### src/rtl/bcd_down_timer.sv
// bcd_down_timer: multi-digit BCD countdown timer with load, start/stop
// control, a one-cycle completion pulse and a combinational zero flag.
module bcd_down_timer #(
  parameter int unsigned DIGITS = 2
) (
  input  logic                  clk,
  input  logic                  rst,
  input  logic                  clk_en,
  input  logic                  load,
  input  logic [4*DIGITS-1:0]   load_val,
  input  logic                  start,
  input  logic                  stop,
  output logic [4*DIGITS-1:0]   sal,
  output logic                  busy,
  output logic                  done,
  output logic                  zero
);

  localparam int unsigned W = 4 * DIGITS;

  localparam logic [1:0] ST_IDLE  = 2'd0;
  localparam logic [1:0] ST_RUN   = 2'd1;
  localparam logic [1:0] ST_PAUSE = 2'd2;
  localparam logic [1:0] ST_DONE  = 2'd3;

  logic [1:0]   state_q, state_d;
  logic [W-1:0] sal_q, sal_d;
  logic         busy_q, busy_d;
  logic         done_q, done_d;

  // BCD decrement by one; borrow ripples through every digit in one step.
  function automatic logic [W-1:0] bcd_dec(input logic [W-1:0] v);
    logic [W-1:0] r;
    logic         borrow;
    r      = v;
    borrow = 1'b1;
    for (int unsigned i = 0; i < DIGITS; i++) begin
      if (borrow) begin
        if (v[4*i +: 4] == 4'd0) begin
          r[4*i +: 4] = 4'd9;
        end else begin
          r[4*i +: 4] = v[4*i +: 4] - 4'd1;
          borrow      = 1'b0;
        end
      end
    end
    return r;
  endfunction

  // Saturate each preset digit to 9 so the count is always valid BCD.
  function automatic logic [W-1:0] bcd_clamp(input logic [W-1:0] v);
    logic [W-1:0] r;
    r = v;
    for (int unsigned i = 0; i < DIGITS; i++) begin
      if (v[4*i +: 4] > 4'd9) r[4*i +: 4] = 4'd9;
    end
    return r;
  endfunction

  // Next-state and next-output logic; priority load > stop > start > count.
  always_comb begin
    logic [W-1:0] dec_val;
    state_d = state_q;
    sal_d   = sal_q;
    busy_d  = busy_q;
    done_d  = 1'b0;
    dec_val = bcd_dec(sal_q);
    if (load) begin
      sal_d   = bcd_clamp(load_val);
      state_d = ST_IDLE;
      busy_d  = 1'b0;
    end else begin
      case (state_q)
        ST_IDLE: begin
          busy_d = 1'b0;
          if (!stop && start && (sal_q != '0)) begin
            state_d = ST_RUN;
            busy_d  = 1'b1;
          end
        end
        ST_RUN: begin
          if (stop) begin
            state_d = ST_PAUSE;
          end else if (clk_en) begin
            sal_d = dec_val;
            if (dec_val == '0) begin
              state_d = ST_DONE;
              busy_d  = 1'b0;
              done_d  = 1'b1;
            end
          end
        end
        ST_PAUSE: begin
          if (!stop && start) state_d = ST_RUN;
        end
        default: begin
          state_d = ST_IDLE;
          busy_d  = 1'b0;
        end
      endcase
    end
  end

  // State and output registers with synchronous reset.
  always_ff @(posedge clk) begin
    if (rst) begin
      state_q <= ST_IDLE;
      sal_q   <= '0;
      busy_q  <= 1'b0;
      done_q  <= 1'b0;
    end else begin
      state_q <= state_d;
      sal_q   <= sal_d;
      busy_q  <= busy_d;
      done_q  <= done_d;
    end
  end

  assign sal  = sal_q;
  assign busy = busy_q;
  assign done = done_q;
  assign zero = (sal_q == '0);

endmodule

### config.mk
export PLATFORM = sky130hd
export DESIGN_NAME = bcd_down_timer
export DESIGN_NICKNAME = d
export VERILOG_FILES = /design/src/rtl/bcd_down_timer.sv
export SDC_FILE = /design/constraint.sdc
export NUM_CORES = 1
export LEC_CHECK = 0
export ABC_AREA = 1
export CAP_MARGIN = 20
export CORE_MARGIN = 4
export CORE_UTILIZATION = 30
export CTS_CLUSTER_SIZE = 28
export DETAILED_ROUTE_END_ITERATION = 10
export PLACE_DENSITY = 0.52
export SLEW_MARGIN = 30
export SYNTH_ARGS = -nofsm -noshare
export SYNTH_HDL_FRONTEND = slang
export SYNTH_SLANG_ARGS = --single-unit
### constraint.sdc
create_clock -name clk -period 1.7 [get_ports clk]
set_input_delay 0.34 -clock clk [delete_from_list [all_inputs] [get_ports clk]]
set_output_delay 0.34 -clock clk [all_outputs]
set_load 0.02 [all_outputs]
======== Word level (Yosys, flattened, before mapping) ========
Index checks and enable logic that the tools add are counted.
cells by class
  multiply operators ...................... 0
  $lt $le $gt $ge ......................... 2
  mux-type cells .......................... 22
  reduce and logical (&&, ||, !) cells .... 16
  shifts and indexed selects .............. 0
  equal/unequal tests ..................... 10
  div/mod/pow operators ................... 0
  bitwise logic cells ..................... 3
  add/sub/neg operators ................... 2
operators by type and width
  kind                                                                count
  8-bit two-way mux                                                   4
  4-bit two-way mux                                                   5
  8-bit zero test                                                     2
  2-bit != test, second input constant                                6
  2-bit two-way mux                                                   5
  4-bit greater-than comparator, second input constant                2
  4-bit zero test                                                     2
  4-bit AND reduction                                                 2
  8-bit nonzero test                                                  1
  4-bit by 1-bit subtractor with 4-bit output, second input constant  2
  1-bit two-way mux                                                   6
  3-bit != test, second input constant                                2
  2-bit case mux with 3 select lines                                  1
  5-bit OR reduction                                                  1
  2-bit nonzero test                                                  2
  1-bit inverter                                                      3
  1-bit case mux with 3 select lines                                  1
  3-bit AND reduction                                                 1
  2-bit by 1-bit == test with 1-bit output, second input constant     1
  2-bit == test, second input constant                                1
  1-bit logical AND                                                   2
  2-bit zero test                                                     1
  2-bit OR reduction                                                  1
  1-bit zero test                                                     1
storage, ports and cells
  output and inout port bits .............. 11
  memory bits (read-only) ................. 0
  bits in writable memories ............... 0
  latch bits .............................. 0
  flip-flop bits (word level) ............. 12
  memories kept ........................... 0

======== Logic depth before layout (Yosys ltp) ========
  depth in word-level cells ............... 8
  mapped depth ............................ 11
  mapped depth without buffers ............ 11

======== Least setup slack after synthesis ========
No wires, ideal clock.
  kind .................................... register to register
  start point ............................. register sal_q[2] (netlist: sal[2])
  end point ............................... register busy_q (netlist: busy)
  arrival time ............................ 1.252 ns
  clock period less this slack ............ 1.367 ns
  stages on the path, launching flop included .. 12
  slack ................................... 0.333 ns
  path through ............................ dfxtp_1 -> nor2_4 -> nand2_4 -> inv_2 -> nand3_1 -> nand2_2 -> nor2_2 -> nand2_1 -> nand2_1 -> nand3_1 -> nand2_1 -> a21oi_2
between the ends
  word-level cells in the longest chain between the ends .. 6
  elaborated cells on any way between the ends .. 12
  classes of those cells .................. 1 x add/sub; 1 x eq/ne; 5 x mux; 5 x reduce/logical
ends and longest elaborated chain
  item                                                                                 line  text
  start: declaration                                                                   27    logic [W-1:0] sal_q, sal_d;
  start signal: assignment                                                             113   sal_q <= sal_d;
  branches (longest 6 deep; another with 4-bit by 1-bit subtractor with 4-bit output)  --
  end signal: assignment                                                               114   busy_q <= busy_d;
  end: declaration                                                                     28    logic busy_q, busy_d;
Several ways; the timed one is not identified.
A chain may end at the register's enable or synchronous reset.

======== Worst setup path in the final report ========
  start point ............................. register sal_q[4] (netlist: sal[4])
  end point ............................... output port zero
between the ends
  word-level cells in the longest chain between the ends .. 1
ends and longest elaborated chain
  item              line  text
  8-bit zero test   122   assign zero = (sal_q == '0);
  end: declaration  16    output logic zero
Every way passes these cells.

==> summary.txt <==
Die
  • Row Count: 18
  • Core Box Area: 2500 µm²
  • Die area: 3540 µm²
  • Chip Width: 59.5 µm
  • I/O pins: 25
  • Die height: 59.5 µm
  • Initial Util: 0.318

Clock tree
  • TritonCTS sink count: 12
  • Post-CTS setup buffer count: 0
  • Cts bufs inserted: 3
  • CTS max path bufs: 2
  • Root buffer cell: clkbuf_4
  • CTS tree: built
  • H-Tree Level Count: 1
  • Worst skew pair latency: 0.27 ns
  • Clock transition at path regs: about 0.070 ns

Yosys
  • #FFs+latches synth: 12
  • Adder-cell share of the synthesized area: 0
  • Synthesized instance count: around 120
  • Avg Cell Area, Syn: 6.52 µm²
  • Post-synthesis sequential area ratio: 0.302
  • Post-Synth XOR/XNOR Area: 0
  • Syn Nets: 136
  • Synth unique cells: 25
  • Yosys Warn Count: 0
  • Synth Area in Compound Gates: 0.231
  • Mapped cell area: 796 µm²
  • Simple logic cell fraction of the synthesized area: 0.373
  • Post-synthesis mux area share: 0
  • Largest family of logic cells by synthesized area: simple AND/OR/NAND/NOR gates

Critical path
  • Setup crit end kind: output pin
  • R2r worst-path depth: 11
  • Critical path type: flop to output pin
  • Max FO, Critical Path: 3
  • Reg2reg setup slack: 0.22 ns
  • FF-to-FF End: state_q[1]
  • Data required time of the worst path: 1.36 ns
  • Reg-to-reg startpoint: sal[0]
  • CP Launch Type: flop
  • CP arrival: roughly 1.2 ns

Layout
  • Diode count: 0
  • Layout area overhead: 59.3%
  • Fraction of final layout cells sized beyond drive strength 1: 0.257
  • Commonest non-fill, non-tap cell in the layout: nand2_1
  • Design area: 1270 µm²
  • Commonest non-fill, non-tap cells in the layout: 24 x nand2_1, 23 x buf_4, 16 x inv_1
  • Finished Layout Cells: 201
  • Final core utilization: 0.507
  • # nets final: 187

GRT
  • Tot GR Track Use: 0.148
  • First-pass GRT wire length: 3890 µm
  • Initial antenna violation count: 0
  • GRT overflow: 0
  • Pin count of the biggest net entering global routing: 9
  • Vias in the first global route: 880

STA
  • Final Critical Period: 1.55 ns
  • Final slew viol count: 0
  • Skew final: 0.000922 ns
  • Final setup viols: 0
  • Final period util: 0.909
  • Worst slew pin tran: roughly 0.26 ns
  • Final hold vios: 0
  • Maximum clock frequency: 647 MHz
  • Max transition margin: 0.824

Place
  • DP Wirelength: approximately 1900 µm
  • Port-buffer cells: 24
  • Routability congestion estimate: about 0.84
  • Placed cells: around 200
  • Dpl cell area: around 1200 µm²

Drt
  • Detailed Routing Iterations Pass 1: 4
  • Via density per instance: about 4.6
  • Post-route DRC: 0
  • Drt initial violations: 37
  • Antenna-violating nets left: 0
  • DR vias: 924
  • Routed WL: 2340 µm
  • Drt wl/cell: 11.6 µm

Power and ir drop
  • Cell Pwr Density: approximately 660 nW/µm²
  • Leakage: 0.652 nW
  • Max rail drop VDD: 0.000444 V

Hold path
  • Worst hold start: busy
  • Worst hold endpoint: busy
  • Hold WC Path Type: flop to flop
  • Hold path depth: 2

Job
  • Max-Cap Viols: 0

Run status
  • Status: complete, no violations
==> routing by layer <==
metal,global-route usage,wire [µm]
met5,0,0
met4,0.0475,27
met3,0.0501,121
met2,0.243,1120
met1,0.180,1070
==> what timing repair did <==
item                                    in CTS  in global routing
endpoints found under the setup margin       5                  6
hold buffers                                 0                  0
resized for setup                            7                  7
==> cells by family (layout without fill, tap and decap cells) <==
family / count (synthesis) / after routing
AND/OR/NAND/NOR: 60 / 60
buffers and inverters: 19 / 68
flip-flops: 12 / 12
AO/OA/AOI/OAI: 31 / 31
==> state kept, by name, indices dropped and copies added (netlist names) <==
signal   count
busy         1
done         1
sal          8
state_q      2
==> power by group <==
group / total [mW] / internal (mW) / leakage, nW / switching, mW
Combinational: 0.351 / 0.166 / 0.540 / 0.185
Sequential: 0.313 / 0.299 / 0.0986 / 0.0138
Clock: 0.176 / 0.0821 / 0.0138 / 0.0936
==> synth_stat cells <==
cell type,number,share of area
nand4_1,1,0.0079
nor2_4,3,0.042
o21ai_2,1,0.011
nor3_1,3,0.019
a21oi_1,7,0.044
nor2_1,10,0.047
a21oi_2,1,0.011
nand2_1,24,0.11
o211a_1,1,0.013
nand2_4,1,0.014
nand3_2,1,0.013
buf_4,1,0.0094
nand3_1,11,0.069
inv_1,16,0.075
a31oi_1,3,0.024
nand2_2,3,0.024
o21a_1,1,0.0094
o21bai_1,1,0.0094
a22oi_1,1,0.0094
inv_2,2,0.0094
o211ai_1,2,0.019
o21ai_1,3,0.019
o21ai_0,10,0.063
dfxtp_1,12,0.30
nor2_2,3,0.024
==> how the worst max path moves through the flow <==
stage | depth (start not counted) | startpoint | endpoint | slack [ns]
after floorplan | 11 | sal[2] | busy | 0.33
after global placement | 6 | sal[4] | zero | -0.02
after global routing | 11 | sal[0] | state_q[1] | -0.009
after CTS | 2 | sal[7] | sal[7] | 0.006
final | 6 | sal[4] | zero | 0.15
after detailed placement | 6 | sal[4] | zero | -0.009
==> area by class of cell <==
type | count | area, µm²
Sequential cell | 12 | 240
Tap cell | 30 | 37.5
Clock buffer | 3 | 22.5
Multi-Input combinational cell | 91 | 487
Fill cell | 263 | 1230
Timing Repair Buffer | 47 | 413
Inverter | 18 | 67.6
==> stage by stage <==
step,TNS [ns],hold WS (ns),power (mW),setup WS (ns)
detailed placement,-0.00858,0.468,0.677,-0.00858
floorplan,0,0.409,0.508,0.333
CTS,0,0.478,0.850,0.00570
global route,-0.00912,0.523,0.901,-0.00912
finish,0,0.474,0.840,0.155
global placement,-0.0190,0.460,0.677,-0.0190
==> worst max-delay path, stage by stage (launching register included) <==
cell     delay [ns]
dfxtp_1        0.32
nor2_2         0.12
inv_1          0.08
nor2_4         0.11
nand2_1        0.09
inv_1          0.06
buf_2          0.15
(Power assumes the default switching activity.)
